## config.mk

```make
export PLATFORM = sky130hd
export DESIGN_NAME = mitm_read_sequencer
export DESIGN_NICKNAME = d
export VERILOG_FILES = /design/src/rtl/mitm_read_sequencer.sv
export SDC_FILE = /design/constraint.sdc
export NUM_CORES = 1
export LEC_CHECK = 0
export CAP_MARGIN = 10
export CORE_ASPECT_RATIO = 0.6
export CORE_MARGIN = 5
export CORE_UTILIZATION = 30
export DETAILED_ROUTE_END_ITERATION = 8
export GPL_TIMING_DRIVEN = 0
export PLACE_DENSITY = 0.67
export SETUP_SLACK_MARGIN = 0.15
export SLEW_MARGIN = 10
export SYNTH_ARGS = -nofsm -noshare
export SYNTH_HDL_FRONTEND = slang
export SYNTH_SLANG_ARGS = --single-unit
```

## constraint.sdc

```tcl
create_clock -name sys_clk -period 2.6 [get_ports sys_clk]
set_clock_uncertainty 0.1 [all_clocks]
set_input_delay 0.52 -clock sys_clk [delete_from_list [all_inputs] [get_ports sys_clk]]
set_output_delay 0.52 -clock sys_clk [all_outputs]
set_load 0.1 [all_outputs]
```

## src/rtl/mitm_read_sequencer.sv

```systemverilog
// Chunk-by-chunk MITM sequencer for Microwire EEPROM reads: forward, substitute or redirect.
// Optional MITM_SEQ_READ_EN keeps substituting data words for sequential reads until comm_active falls.
module mitm_read_sequencer #(
  parameter int ADDR_BITS        = 8,
  parameter int DATA_BITS        = 8,
  parameter int BUF_SIZE         = 9,
  parameter int CHUNK_SIZE_WIDTH = $clog2(BUF_SIZE + 1),
  parameter int MODE_WIDTH       = 3,
  parameter int CNT_WIDTH        = 16
) (
  input  logic                        sys_clk,
  input  logic                        rst_n,
  input  logic [MODE_WIDTH-1:0]       mode_select,
  input  logic [DATA_BITS-1:0]        fake_const,
  input  logic [ADDR_BITS-1:0]        target_addr,
  input  logic                        comm_active,
  input  logic                        bus_ready,
  input  logic [BUF_SIZE-1:0]         real_miso_data,
  input  logic [BUF_SIZE-1:0]         real_mosi_data,
  output logic                        cmd_next_chunk,
  output logic                        cmd_finish,
  output logic [CHUNK_SIZE_WIDTH-1:0] next_chunk_size,
  output logic                        fake_miso_select,
  output logic                        fake_mosi_select,
  output logic [BUF_SIZE-1:0]         fake_miso_data,
  output logic [BUF_SIZE-1:0]         fake_mosi_data,
  output logic [CNT_WIDTH-1:0]        sub_count
);

  typedef enum logic [3:0] {
    S_RESET, S_IDLE, S_INSTR_START, S_INSTR, S_ADDR_START, S_ADDR,
    S_DATA_START, S_DATA, S_FINISH_START, S_FINISH
  } state_t;

  localparam logic [MODE_WIDTH-1:0] MODE_SUB_ALL   = MODE_WIDTH'(1);
  localparam logic [MODE_WIDTH-1:0] MODE_SUB_HALF  = MODE_WIDTH'(2);
  localparam logic [MODE_WIDTH-1:0] MODE_SUB_MATCH = MODE_WIDTH'(3);
  localparam logic [MODE_WIDTH-1:0] MODE_REDIRECT  = MODE_WIDTH'(4);

  localparam logic [CHUNK_SIZE_WIDTH-1:0] SZ_INSTR = CHUNK_SIZE_WIDTH'(3);
  localparam logic [CHUNK_SIZE_WIDTH-1:0] SZ_ADDR  = CHUNK_SIZE_WIDTH'(ADDR_BITS + 1);
  localparam logic [CHUNK_SIZE_WIDTH-1:0] SZ_DATA  = CHUNK_SIZE_WIDTH'(DATA_BITS);
  localparam int MISO_SHIFT = BUF_SIZE - DATA_BITS;
  localparam int MOSI_SHIFT = BUF_SIZE - ADDR_BITS - 1;

  function automatic logic [CNT_WIDTH-1:0] sat_inc(input logic [CNT_WIDTH-1:0] v);
    return (&v) ? v : v + CNT_WIDTH'(1);
  endfunction

  state_t                      state, state_nxt;
  logic [MODE_WIDTH-1:0]       mode_q, mode_nxt;
  logic                        half_toggle, half_nxt;
  logic                        next_nxt, fin_nxt, miso_sel_nxt, mosi_sel_nxt;
  logic [CHUNK_SIZE_WIDTH-1:0] size_nxt;
  logic [BUF_SIZE-1:0]         miso_data_nxt, mosi_data_nxt;
  logic [CNT_WIDTH-1:0]        cnt_nxt;
  logic [ADDR_BITS-1:0]        addr;
  logic                        is_read, do_sub;
  logic [BUF_SIZE-1:0]         miso_word, redir_word;
  logic                        unused_bits;

  assign addr       = real_mosi_data[ADDR_BITS:1];
  assign is_read    = (real_mosi_data[2:0] == 3'b110);
  assign miso_word  = BUF_SIZE'(fake_const) << MISO_SHIFT;
  assign redir_word = BUF_SIZE'({target_addr, 1'b0}) << MOSI_SHIFT;
  assign do_sub     = (mode_q == MODE_SUB_ALL)
                   || ((mode_q == MODE_SUB_HALF) && half_toggle)
                   || ((mode_q == MODE_SUB_MATCH) && (addr == target_addr));
  // MISO capture is passed through by bus control; the sequencer never inspects it.
  assign unused_bits = ^real_miso_data;

  always_comb begin
    state_nxt     = state;
    mode_nxt      = mode_q;
    half_nxt      = half_toggle;
    next_nxt      = 1'b0;
    fin_nxt       = 1'b0;
    size_nxt      = next_chunk_size;
    miso_sel_nxt  = fake_miso_select;
    mosi_sel_nxt  = fake_mosi_select;
    miso_data_nxt = fake_miso_data;
    mosi_data_nxt = fake_mosi_data;
    cnt_nxt       = sub_count;
    case (state)
      S_RESET: begin
        size_nxt      = '0;
        miso_sel_nxt  = 1'b0;
        mosi_sel_nxt  = 1'b0;
        miso_data_nxt = '0;
        mosi_data_nxt = '0;
        state_nxt     = S_IDLE;
      end
      S_IDLE: if (comm_active) begin
        mode_nxt     = mode_select;
        size_nxt     = SZ_INSTR;
        miso_sel_nxt = 1'b0;
        mosi_sel_nxt = 1'b0;
        next_nxt     = 1'b1;
        state_nxt    = S_INSTR_START;
      end
      S_INSTR_START:  state_nxt = S_INSTR;
      S_ADDR_START:   state_nxt = S_ADDR;
      S_DATA_START:   state_nxt = S_DATA;
      S_FINISH_START: state_nxt = S_FINISH;
      S_INSTR, S_ADDR, S_DATA: begin
        if (!comm_active) begin
          // Master aborted the transaction: stop injecting and wait for the next one.
          miso_sel_nxt = 1'b0;
          mosi_sel_nxt = 1'b0;
          state_nxt    = S_IDLE;
        end else if (bus_ready) begin
          if (state == S_INSTR) begin
            if (is_read) begin
              size_nxt  = SZ_ADDR;
              next_nxt  = 1'b1;
              state_nxt = S_ADDR_START;
              if (mode_q == MODE_REDIRECT) begin
                mosi_data_nxt = redir_word;
                mosi_sel_nxt  = 1'b1;
              end
            end else begin
              size_nxt  = '0;
              fin_nxt   = 1'b1;
              state_nxt = S_FINISH_START;
            end
          end else if (state == S_ADDR) begin
            mosi_sel_nxt = 1'b0;
            if (mode_q == MODE_SUB_HALF) half_nxt = ~half_toggle;
            if (mode_q == MODE_REDIRECT) cnt_nxt = sat_inc(sub_count);
            if (do_sub) begin
              size_nxt      = SZ_DATA;
              miso_data_nxt = miso_word;
              miso_sel_nxt  = 1'b1;
              next_nxt      = 1'b1;
              cnt_nxt       = sat_inc(sub_count);
              state_nxt     = S_DATA_START;
            end else begin
              size_nxt  = '0;
              fin_nxt   = 1'b1;
              state_nxt = S_FINISH_START;
            end
          end else begin
`ifdef MITM_SEQ_READ_EN
            size_nxt      = SZ_DATA;
            miso_data_nxt = miso_word;
            miso_sel_nxt  = 1'b1;
            next_nxt      = 1'b1;
            state_nxt     = S_DATA_START;
`else
            fin_nxt   = 1'b1;
            state_nxt = S_FINISH_START;
`endif
          end
        end
      end
      S_FINISH: if (!comm_active) begin
        miso_sel_nxt = 1'b0;
        mosi_sel_nxt = 1'b0;
        size_nxt     = '0;
        state_nxt    = S_IDLE;
      end
      default: state_nxt = S_RESET;
    endcase
  end

  always_ff @(posedge sys_clk) begin
    if (!rst_n) begin
      state            <= S_RESET;
      mode_q           <= '0;
      half_toggle      <= 1'b0;
      cmd_next_chunk   <= 1'b0;
      cmd_finish       <= 1'b0;
      next_chunk_size  <= '0;
      fake_miso_select <= 1'b0;
      fake_mosi_select <= 1'b0;
      fake_miso_data   <= '0;
      fake_mosi_data   <= '0;
      sub_count        <= '0;
    end else begin
      state            <= state_nxt;
      mode_q           <= mode_nxt;
      half_toggle      <= half_nxt;
      cmd_next_chunk   <= next_nxt;
      cmd_finish       <= fin_nxt;
      next_chunk_size  <= size_nxt;
      fake_miso_select <= miso_sel_nxt;
      fake_mosi_select <= mosi_sel_nxt;
      fake_miso_data   <= miso_data_nxt;
      fake_mosi_data   <= mosi_data_nxt;
      sub_count        <= cnt_nxt;
    end
  end

endmodule
```

Word level (Yosys, flattened, before mapping)
Index checks and enable logic that the tools add are counted.
- add/subtract/negate cells: 1
- bitwise operators: 2
- mux-type cells: 60
- equality and inequality tests: 33
- reduce and logical (&&, ||, !) cells: 20
- operator list (kind ; number):
    $mux W9 ; 10
    $mux W4 ; 16
    $mux W16 ; 3
    $pmux W9 S2 ; 2
    $pmux W4 S8 ; 1
    $reduce_and A6 Y1 ; 5
    $mux W1 ; 24
    $ne A2 B2 Y1 const B ; 10
    $add A16 B1 Y16 const B ; 1
    $eq A4 B3 Y1 const B ; 4
    $pmux W4 S4 ; 1
    $reduce_and A16 Y1 ; 1
    $ne A3 B3 Y1 const B ; 5
    $reduce_and A7 Y1 ; 2
    $ne A4 B4 Y1 const B ; 3
    $eq A4 B2 Y1 const B ; 2
    $eq A4 B4 Y1 const B ; 2
    $eq A8 B8 Y1 ; 1
    $pmux W1 S4 ; 2
    $eq A3 B2 Y1 const B ; 2
    $eq A3 B3 Y1 const B ; 2
    $eq A4 B1 Y1 const B ; 1
    $logic_not A4 Y1 ; 1
    $reduce_and A4 Y1 ; 1
    other kinds (10) ; 14
- input port bits: 41
- word-level logic and storage cells: 127
- bits in registers: 50
- output and inout bits: 42

Logic depth before layout (Yosys ltp)
Gate-level depths: netlist of the first run.
- depth after elaboration: 10
- gate-level depth with buffers: 8
- mapped depth without buffers: 7

Worst setup path after synthesis of the first run
No wires, ideal clock.
- path kind: register to register
- start point: register sub_count[0]
- end point: register sub_count[1]
- cell stages (with the launch flop): 9
- clock period less this slack: 2394 ps
- setup slack: 206 ps
- library setup time: 128 ps
- data required time: 2372 ps
- arrival: 2167 ps
- buffers on the path: 1
- path through: dfxtp_1 -> ha_1 -> nand3_1 -> nor2_1 -> a21oi_2 -> nand2_2 -> buf_2 -> mux2i_1 -> nor2_1
- cells in the longest elaborated chain, start to end: 4
- elaborated cells on any way between the ends: 5
- classes of those cells: add/sub: 1; mux: 3; reduce/logical: 1
- RTL lines (item ; RTL line ; text):
    from (decl) ; 27 ; output logic [CNT_WIDTH-1:0] sub_count
    from (signal assigned) ; 190 ; sub_count <= cnt_nxt;
    $add A16 B1 Y16 / $reduce_and A16 Y1 (equally long branches) ; 47 ; return (&v) ? v : v + CNT_WIDTH'(1);
    $mux W16 * ; 47 ;
    $mux W16 ; 129 ; if (mode_q == MODE_REDIRECT) cnt_nxt = sat_inc(sub_count);
    $mux W16 * ; 130 ; if (do_sub) begin
Mark *: on every way between the ends. The rest lies on a longest branch, timed or not. The select of a mux whose other input is x is not followed.
A chain may end at the register's enable or synchronous reset.

Final worst setup path of the first run
- start point: register fake_mosi_data[1]
- end point: output fake_mosi_data[1]
- RTL lines (item ; RTL line ; text):
    from (decl) ; 26 ; output logic [BUF_SIZE-1:0] fake_mosi_data,
    from (signal assigned) ; 189 ; fake_mosi_data <= mosi_data_nxt;
No word-level cell between the ends.

==> results.txt, run 1 <==
HP Class: flip-flop to flip-flop
#FFs+latches synth: 47
Port Buffers: 70
Routed Antenna Nets: 0
H-tree levels: 2
Root Buffer: clkbuf_16
Distinct cells, synth: 51
FF-to-FF End: sub_count[15]
Mapped Avg Cell Area: 8.66 sq um
Routed len/inst: 14.7 microns
Slew margin rel.: 33.5%
Worst Tran Pin Value: 0.994 ns
Initial antenna violation count: 0
Placed cell areas: 3180 sq um
Drt first pass iters: 4
Filler cell count: 743
Syn-to-layout area delta: 48.0%
Crit-path cells: clkdlybuf4s50_1
CTS sink cnt: 47
Placer congestion estimate: 0.899
Cts bufs inserted: 5
Final cycle utilization of the critical path: 92.3%
Seq pwr share: 42.1%
Unrepaired setup endpoints after global routing: no
Crit path buf inv count: 1
Cell internal pwr: 1.31 mW
Kind of critical path: flip-flop to output pin
Fmax: 417 MHz
Later-pin clock latency in the skew report: 0.29 ns
Post-route cell area: 3460 sq um
Post-Synthesis Cells: 270
Max FO, Critical Path: 2
DRC: 0
Fin nets: 396
CP arrival: 1.78 ns
Number of synthesized flops with an enable pin: 0
Total gr overflow: 0
Hold_buf cts: 0
Placement row count: 24
Initial DRC Count: 186
R2R Setup Slk: 0.29 ns
Asr flop ratio synth: 0%
CTS tree: built
Critical-path top delay cell: clkdlybuf4s50_1
Routed via count: 2226
Sw Ratio: 25.1%
Largest net degree at the start of global routing: 15
Starting Density: 31.5%
Final hold viol count: 0
Shortest period the worst path allows: 2.40 ns
Status: finished, final reports clean
P per Cell Area: 506 nW/um^2
Critical path origin: fake_mosi_data[1]
CORE AREA: 7420 sq um
Reg2Reg Depth: 7
First-pass GRT wire length: 11.2 mm
Share of post-route cells with drive strength above 1: 9.30%
Comb power frac: 14.3%
Reg2Reg Launch Point: mode_q[1]
Crit start category: flip-flop
Worst Path Required: 1.98 ns
Final wirelength: 6.74 mm
Largest delay contributor family on the critical path: buffers and inverters
DPL Wire Length: 5.01 mm
Worst-path clk slew: 0.07 ns
Termination of the worst setup path: fake_mosi_data[1]
Die Wd: 124 microns
ANT cells: 0
Clock Path Buffers: 2
NetSw: 0.440 mW
Setup TNS Final: 0 ns
Endpoints failing setup: 0
Sequential share of the synthesized area: 40.3%
Die area: 9710 sq um
Final core occ: 46.6%
Vias in the first global route: 2214
Mapped Area: 2340 sq um
Area occupied by multi-input gates: 1360 sq um
Ports: 83
Max cap viols: 0
CP endpoint kind: output pin
Clk pwr share: 43.5%
Crit path depth: 1
Final Max Slew Viols: 0
Height of the die: 78.4 microns
Peak supply drop: 0.251 mV
Biggest cell delay along the critical path: 1.14 ns
Register area: 941 sq um
GRT Util Overall: 14.5%
Vias per cell: 4.85
Leakage: 1.49 nW
Yosys warning count: 0
Ys flop type: dfxtp_1
## metrics by stage
step | instances | total power, mW | hold slack [ns] | worst slack, ns
after CTS | 456 | 1.76 | 0.368 | 0.105
after floorplan | 272 | 0.901 | 0.399 | 0.206
final | 459 | 1.75 | 0.362 | 0.201
after global placement | 446 | 0.989 | 0.351 | -0.324
after detailed placement | 446 | 0.992 | 0.356 | -0.348
after global routing | 459 | 1.82 | 0.397 | 0.158
## cell usage after synthesis (3+ instances only)
library cell / number / area [sq um]
o31ai_1: 7 / 52.6
nor3_1: 3 / 15.0
buf_4: 3 / 22.5
and2_1: 10 / 62.6
dfxtp_1: 47 / 941
mux2i_1: 15 / 150
a21oi_1: 10 / 50.1
a22o_1: 8 / 70.1
clkbuf_1: 6 / 22.5
nand2b_1: 7 / 43.8
o21ai_0: 14 / 70.1
o211ai_1: 3 / 22.5
inv_1: 13 / 48.8
nand2_1: 23 / 86.3
nand3_1: 10 / 50.1
nand4_1: 8 / 50.1
xnor2_1: 9 / 78.8
xor2_1: 6 / 52.6
nor2_1: 23 / 86.3
or3_1: 6 / 37.5
## layout by cell type (no fill, tap or decap), types with 3 or more instances in the layout
master | netlist | layout
dlygate4sd2_1 | 0 | 16
nand3_1 | 10 | 9
inv_1 | 13 | 13
nand2_1 | 23 | 23
nand4_1 | 8 | 8
a22o_1 | 8 | 8
xor2_1 | 6 | 6
dfxtp_1 | 47 | 47
nor3_1 | 3 | 3
o31ai_1 | 7 | 7
dlymetal6s2s_1 | 0 | 9
nor2_1 | 23 | 22
and2_1 | 10 | 10
mux2i_1 | 15 | 15
buf_4 | 3 | 7
xnor2_1 | 9 | 8
or3_1 | 6 | 6
clkbuf_1 | 6 | 6
clkbuf_16 | 0 | 5
o21ai_0 | 14 | 14
nand2b_1 | 7 | 7
clkdlybuf4s50_1 | 0 | 45
conb_1 | 1 | 3
o211ai_1 | 3 | 3
a21oi_1 | 10 | 8
## kinds of logic (layout without fill, tap and decap cells)
family	count (synthesis)	in the layout	synth area share, %
AND/OR/NAND/NOR	112	112	26.1
AO/OA/AOI/OAI	53	53	15.8
flip-flops	47	47	40.3
buffers and inverters	25	108	4.60
XOR/XNOR	15	15	5.62
multiplexers	15	15	6.42
adder cells (fa/ha/maj)	2	2	0.964
other	1	3	0.160
## final cells by class
class / instances / share of cell area (%)
clock buffer: 6 / 4.02
sequential: 47 / 27.2
inverter: 13 / 1.41
multi-input combinational: 200 / 39.2
buffer: 12 / 1.88
tap: 104 / 3.76
timing repair buffer: 75 / 21.5
clock inverter: 2 / 1.01
## power by group through the flow
stage	clock (mW)	sequential [mW]	combinational, mW
detailed placement	0	0.754	0.239
CTS	0.778	0.738	0.243
global route	0.812	0.739	0.269
global placement	0	0.753	0.236
floorplan	0	0.783	0.118
finish	0.762	0.738	0.251
## timing repair
item	4_1_cts	5_1_grt
endpoints found under the setup margin	36	27
pin swaps	2	6
gates resized for setup	21	17
setup buffers	2	3
## metal layers
layer / global-route usage (%) / up-vias / part of all wire, %
met4: 3.61 / 0 / 0.82
met5: 0 / - / 0
li1: - / 1121 / -
met3: 4.24 / 9 / 7.9
met1: 21.7 / 1019 / 51
met2: 20.2 / 77 / 41
## worst min path at each step
stage                       startpoint                 end  slack (ns)  cells past startpoint
finish              next_chunk_size[3]  next_chunk_size[3]        0.36                      2
global route        next_chunk_size[1]  next_chunk_size[1]        0.40                      2
CTS                 next_chunk_size[3]  next_chunk_size[3]        0.37                      2
detailed placement   fake_miso_data[1]   fake_miso_data[1]        0.36                      1
global placement    next_chunk_size[3]  next_chunk_size[3]        0.35                      2
floorplan                  half_toggle         half_toggle        0.40                      2
## sequential cells by signal, indices dropped and copies added (netlist names)
signal and cells:
fake_mosi_select 1, sub_count 16, fake_mosi_data 8, cmd_finish 1
fake_miso_data 8, fake_miso_select 1, mode_q 3, next_chunk_size 3
cmd_next_chunk 1, half_toggle 1, state 4
(Power assumes the default switching activity.)
==> run 2, diff against run 1 <==
--- a/config.mk
+++ b/config.mk
@@ -6,7 +6,7 @@
 export NUM_CORES = 1
 export LEC_CHECK = 0
 export CAP_MARGIN = 10
-export CORE_ASPECT_RATIO = 0.6
+export CORE_ASPECT_RATIO = 1.1
 export CORE_MARGIN = 5
 export CORE_UTILIZATION = 30
 export DETAILED_ROUTE_END_ITERATION = 8
==> run 2 against run 1 <==
  * Clock power down 15%
  * Hold slack better by 0.015 ns
  * Critical path type is now primary input to flip-flop
  * Highest routed layer unchanged
  * Design area down 0.69%
  * Critical endpoint is now sub_count[15]
==> results.txt, run 2 (same netlist as run 1, synthesis figures left out) <==
Status: finished, final reports clean (unchanged)
Area occupied by multi-input gates: 1350 sq um (was 1360 sq um)
Max cap viols: 0 (unchanged)
HP Class: flip-flop to flip-flop (unchanged)
Starting Density: 31.1% (was 31.5%)
CORE AREA: 7510 sq um (was 7420 sq um)
Sw Ratio: 25.7% (was 25.1%)
Slew margin rel.: 34.4% (was 33.5%)
Die area: 9660 sq um (was 9710 sq um)
Routed via count: 2241 (was 2226)
Ports: 83 (unchanged)
Later-pin clock latency in the skew report: 0.31 ns (was 0.29 ns)
Root Buffer: clkbuf_8 (was clkbuf_16)
Filler cell count: 756 (was 743)
H-tree levels: 2 (unchanged)
Most frequent cells in the layout: 47 x dfxtp_1, 38 x clkdlybuf4s50_1, 23 x nand2_1, 22 x nor2_1, 17 x dlymetal6s2s_1 (was 47 x dfxtp_1, 45 x clkdlybuf4s50_1, 23 x nand2_1, 22 x nor2_1, 16 x dlygate4sd2_1)
Worst-path clk slew: 0.10 ns (was 0.07 ns)
DRC: 0 (unchanged)
Unrepaired setup endpoints after global routing: yes (was no)
Most common cell after layout, fill and taps aside: dfxtp_1 (unchanged)
Regs by FF count: sub_count (16), fake_miso_data (8), fake_mosi_data (8) (unchanged)
Crit-path cells: clkdlybuf4s50_1, xnor2_1, nand4_1, o31ai_4, buf_6, nand3_2, or4_4, a21oi_2 (was clkdlybuf4s50_1)
CTS sink cnt: 47 (unchanged)
Share of post-route cells with drive strength above 1: 9.58% (was 9.30%)
Drt first pass iters: 5 (was 4)
Final core occ: 45.7% (was 46.6%)
Cell internal pwr: 1.22 mW (was 1.31 mW)
Critical-path top delay cell: or4_4 (was clkdlybuf4s50_1)
NetSw: 0.420 mW (was 0.440 mW)
First-pass GRT wire length: 10.7 mm (was 11.2 mm)
Biggest cell delay along the critical path: 0.50 ns (was 1.14 ns)
DPL Wire Length: 4.87 mm (was 5.01 mm)
Syn-to-layout area delta: 46.9% (was 48.0%)
Most flops, register: sub_count (unchanged)
Endpoints failing setup: 0 (unchanged)
Fin nets: 396 (unchanged)
Placer congestion estimate: 0.855 (was 0.899)
Crit start category: primary input (was flip-flop)
Post-route cell area: 3430 sq um (was 3460 sq um)
Vias per cell: 4.87 (was 4.85)
Placement row count: 33 (was 24)
Peak supply drop: 0.228 mV (was 0.251 mV)
GRT Util Overall: 13.9% (was 14.5%)
Placed cell areas: 3180 sq um (about the same)
Final hold viol count: 0 (unchanged)
Routed Antenna Nets: 0 (unchanged)
P per Cell Area: 476 nW/um^2 (was 506 nW/um^2)
Clock Path Buffers: 2 (unchanged)
Largest net degree at the start of global routing: 16 (was 15)
Comb power frac: 15.2% (was 14.3%)
Clk pwr share: 39.8% (was 43.5%)
Kind of critical path: primary input to flip-flop (was flip-flop to output pin)
Port Buffers: 70 (unchanged)
Initial DRC Count: 141 (was 186)
Final wirelength: 6.60 mm (was 6.74 mm)
Setup TNS Final: 0 ns (unchanged)
Max reg flops: 16 (unchanged)
CP arrival: 2.59 ns (was 1.78 ns)
Leakage: 1.62 nW (was 1.49 nW)
Final cycle utilization of the critical path: 94.3% (was 92.3%)
CP endpoint kind: flip-flop (was output pin)
Final Max Slew Viols: 0 (unchanged)
Die Wd: 94.2 microns (was 124 microns)
Total gr overflow: 0 (unchanged)
Height of the die: 103 microns (was 78.4 microns)
Worst Tran Pin Value: 0.982 ns (was 0.994 ns)
Shortest period the worst path allows: 2.45 ns (was 2.40 ns)
ANT cells: 0 (unchanged)
Vias in the first global route: 2263 (was 2214)
CTS tree: built (unchanged)
Seq pwr share: 45.0% (was 42.1%)
Cts bufs inserted: 5 (unchanged)
Fmax: 408 MHz (was 417 MHz)
Worst Path Required: 2.74 ns (was 1.98 ns)
Hold_buf cts: 0 (unchanged)
Routed len/inst: 14.4 microns (was 14.7 microns)
Max FO, Critical Path: 4 (was 2)
Initial antenna violation count: 0 (unchanged)
Register area: 941 sq um (unchanged)
==> run 2: per-layer routing <==
layer | global-route usage, % | vias to the layer above | part of all wire [%]
met4 | 4.11 | 0 | 1.3
li1 | - | 1116 | -
met3 | 4.31 | 9 | 7.7
met5 | 0 | - | 0
met1 | 16.4 | 1045 | 43
met2 | 24.1 | 71 | 48
==> run 2: final timing paths <==
kind,from,to,slack (ns),cells past startpoint
max,target_addr[7],sub_count[15],0.15,8
min,next_chunk_size[1],next_chunk_size[1],0.38,2
max reg2reg,mode_q[1],sub_count[15],0.37,7
min reg2reg,next_chunk_size[1],next_chunk_size[1],0.38,2
==> run 2: critical path: cells and delay by family <==
kind,cells,cell delay (ns)
buffers and inverters,2,0.60
AOI/OAI and AO/OA,2,0.44
and+or+nand+nor,3,0.82
xor gates and xnor gates,1,0.20
==> run 2: layout make-up <==
class / count / area share [%]
Timing Repair Buffer: 75 / 22.3
Tap cell: 105 / 3.83
Clock buffer: 5 / 2.00
Clock inverter: 3 / 1.97
Sequential cell: 47 / 27.4
Inverter: 13 / 1.42
Multi-Input combinational cell: 200 / 39.2
Buffer: 12 / 1.89
==> run 2: repair_timing <==
action,4_1_cts,5_1_grt
resized for setup,22,23
setup endpoints to repair,43,35
pin swaps,3,1
buffers inserted,4,1
==> run 2: per-stage QoR <==
stage	hold slack (ns)	total power [mW]	cells	setup WS, ns
global placement	0.357	0.990	447	-0.355
detailed placement	0.362	0.992	447	-0.365
global route	0.398	1.70	460	0.105
floorplan	0.399	0.901	272	0.206
finish	0.377	1.64	460	0.149
CTS	0.385	1.66	459	0.107
==> run 2: power by group through the flow <==
stage	sequential, mW	clock (mW)	combinational, mW
after global routing	0.738	0.697	0.267
after detailed placement	0.753	0	0.239
after global placement	0.753	0	0.237
after CTS	0.736	0.672	0.247
after floorplan	0.783	0	0.118
final	0.736	0.651	0.249
==> run 3, diff against run 2 <==
--- a/config.mk
+++ b/config.mk
@@ -5,13 +5,16 @@
 export SDC_FILE = /design/constraint.sdc
 export NUM_CORES = 1
 export LEC_CHECK = 0
+export ABC_CLOCK_PERIOD_IN_PS = 2600
 export CAP_MARGIN = 10
+export CELL_PAD_IN_SITES_DETAIL_PLACEMENT = 1
+export CELL_PAD_IN_SITES_GLOBAL_PLACEMENT = 2
 export CORE_ASPECT_RATIO = 1.1
 export CORE_MARGIN = 5
-export CORE_UTILIZATION = 30
+export CORE_UTILIZATION = 25
 export DETAILED_ROUTE_END_ITERATION = 8
 export GPL_TIMING_DRIVEN = 0
-export PLACE_DENSITY = 0.67
+export PLACE_DENSITY = 0.88
 export SETUP_SLACK_MARGIN = 0.15
 export SLEW_MARGIN = 10
 export SYNTH_ARGS = -nofsm -noshare
==> run 3 against run 2 <==
  * Utilization is 9.0 points lower
  * Sequential power barely moved
  * Routed wire length increased by 10%
  * Critical path depth decreased by 7
==> results.txt, run 3 (same netlist as run 1, synthesis figures left out) <==
CTS sink cnt: 47 (unchanged)
Endpoints failing setup: 0 (unchanged)
Final Max Slew Viols: 0 (unchanged)
Min-Delay Endpoint: fake_miso_data[3] (was next_chunk_size[1])
Max FO, Critical Path: 2 (was 4)
Initial antenna violation count: 0 (unchanged)
Biggest cell delay along the critical path: 1.14 ns (was 0.50 ns)
Status: finished, final reports clean (unchanged)
Worst hold start: fake_miso_data[3] (was next_chunk_size[1])
Most common cell after layout, fill and taps aside: dfxtp_1 (unchanged)
Vias per cell: 4.86 (was 4.87)
FF-to-FF End: sub_count[15] (unchanged)
Crit start category: flip-flop (was primary input)
Final hold viol count: 0 (unchanged)
Critical-path top delay cell: clkdlybuf4s50_1 (was or4_4)
GRT Util Overall: 12.8% (was 13.9%)
Cts bufs inserted: 5 (unchanged)
Regs by FF count: sub_count (16), fake_miso_data (8), fake_mosi_data (8) (unchanged)
Total gr overflow: 0 (unchanged)
Met1 usage: 16.2% (was 16.4%)
Placement row count: 37 (was 33)
Reg2Reg Depth: 7 (unchanged)
Crit path depth: 1 (was 8)
Syn-to-layout area delta: 45.5% (was 46.9%)
Crit-path cells: clkdlybuf4s50_1 (was clkdlybuf4s50_1, xnor2_1, nand4_1, o31ai_4, buf_6, nand3_2, or4_4, a21oi_2)
Leakage: 1.61 nW (was 1.62 nW)
Most frequent cells in the layout: 47 x dfxtp_1, 32 x clkdlybuf4s50_1, 23 x nand2_1, 22 x nor2_1, 21 x dlymetal6s2s_1 (was 47 x dfxtp_1, 38 x clkdlybuf4s50_1, 23 x nand2_1, 22 x nor2_1, 17 x dlymetal6s2s_1)
Fmax: 416 MHz (was 408 MHz)
Drt first pass iters: 4 (was 5)
Reg2Reg Launch Point: mode_q[2] (was mode_q[1])
Die Wd: 102 microns (was 94.2 microns)
Kind of critical path: flip-flop to output pin (was primary input to flip-flop)
Hold Path Cell Cnt: 1 (was 2)
Global routing's busiest layer: met2 (unchanged)
Initial DRC Count: 64 (was 141)
Max reg flops: 16 (unchanged)
Worst Tran Pin Value: 0.999 ns (was 0.982 ns)
Met2 usage in global routing: 22.4% (was 24.1%)
H-tree levels: 2 (unchanged)
Non-Filler Instances: 470 (was 460)
Routed len/inst: 15.5 microns (was 14.4 microns)
Crit path buf inv count: 1 (was 2)
WHS: 0.379 ns (was 0.377 ns)
Placed cell areas: 3190 sq um (was 3180 sq um)
CP endpoint kind: output pin (was flip-flop)
Final wirelength: 7.27 mm (was 6.60 mm)
CORE AREA: 9260 sq um (was 7510 sq um)
Later-pin clock latency in the skew report: 0.30 ns (was 0.31 ns)
Vias in the first global route: 2392 (was 2263)
Most flops, register: sub_count (unchanged)
Largest net degree at the start of global routing: 14 (was 16)
Post-route cell area: 3400 sq um (was 3430 sq um)
Starting Density: 25.2% (was 31.1%)
Slew margin rel.: 33.3% (was 34.4%)
Fin nets: 395 (was 396)
DRC: 0 (unchanged)
Final core occ: 36.7% (was 45.7%)
HP Class: flip-flop to flip-flop (unchanged)
CP arrival: 1.78 ns (was 2.59 ns)
R2R Setup Slk: 0.31 ns (was 0.37 ns)
Shortest period the worst path allows: 2.40 ns (was 2.45 ns)
Routed via count: 2282 (was 2241)
Clock Path Buffers: 2 (unchanged)
Routed Antenna Nets: 0 (unchanged)
Share of post-route cells with drive strength above 1: 8.50% (was 9.58%)
Max cap viols: 0 (unchanged)
DPL Wire Length: 5.48 mm (was 4.87 mm)
Worst-path clk slew: 0.09 ns (was 0.10 ns)
Height of the die: 111 microns (was 103 microns)
CTS tree: built (unchanged)
Total chip power: 1.45 mW (was 1.64 mW)
Die area: 11400 sq um (was 9660 sq um)
Peak supply drop: 0.189 mV (was 0.228 mV)
Placed Cells: 459 (was 447)
Pre-CTS setup slack: -0.427 ns (was -0.365 ns)
ANT cells: 0 (unchanged)
Met3 GRT Util: 2.57% (was 4.31%)
Final cycle utilization of the critical path: 92.4% (was 94.3%)
Placer congestion estimate: 0.802 (was 0.855)
Port Buffers: 70 (unchanged)
First-pass GRT wire length: 11.8 mm (was 10.7 mm)
P per Cell Area: 425 nW/um^2 (was 476 nW/um^2)
Worst Path Required: 1.98 ns (was 2.74 ns)
Ports: 83 (unchanged)
Unrepaired setup endpoints after global routing: no (was yes)
Largest delay contributor family on the critical path: buffers and inverters (was simple AND/OR/NAND/NOR gates)
Final worst slack: 0.198 ns (was 0.149 ns)
Root Buffer: clkbuf_8 (unchanged)
Setup TNS Final: 0 ns (unchanged)
==> run 3: worst max-delay path by stage <==
| stage | start | endpoint | slack, ns |
|---|---|---|---|
| final | fake_miso_data[4] | fake_miso_data[4] | 0.20 |
| after global routing | fake_mosi_data[4] | fake_mosi_data[4] | 0.15 |
| after CTS | real_mosi_data[6] | sub_count[13] | 0.15 |
| after detailed placement | target_addr[5] | sub_count[15] | -0.43 |
| after floorplan | sub_count[0] | sub_count[1] | 0.21 |
| after global placement | target_addr[5] | sub_count[15] | -0.37 |
==> run 3: routing by layer <==
layer  share of wire (%)  vias up
li1                    -     1109
met1                  45     1116
met2                  50       49
met3                 4.0        8
met4                0.94        0
met5                   0        -
==> run 3: cell type report <==
cell class / instances / area [sq um]
Sequential cell: 47 / 941
Clock buffer: 6 / 82.6
Buffer: 12 / 65.1
Multi-Input combinational cell: 200 / 1350
Tap cell: 117 / 146
Inverter: 13 / 48.8
Clock inverter: 1 / 5.00
Timing Repair Buffer: 74 / 766
Fill cell: 1093 / 5860
==> run 3: repair_timing <==
action / in CTS / in global routing
setup endpoints to repair: 45 / 16
hold buffers: 0 / 0
resized for setup: 25 / 25
setup buffers: 4 / 0
pin swaps: 1 / 10
==> run 3: where the power goes <==
group,switching (mW),internal (mW)
registers,0.00835,0.728
logic,0.146,0.101
clock network,0.254,0.210
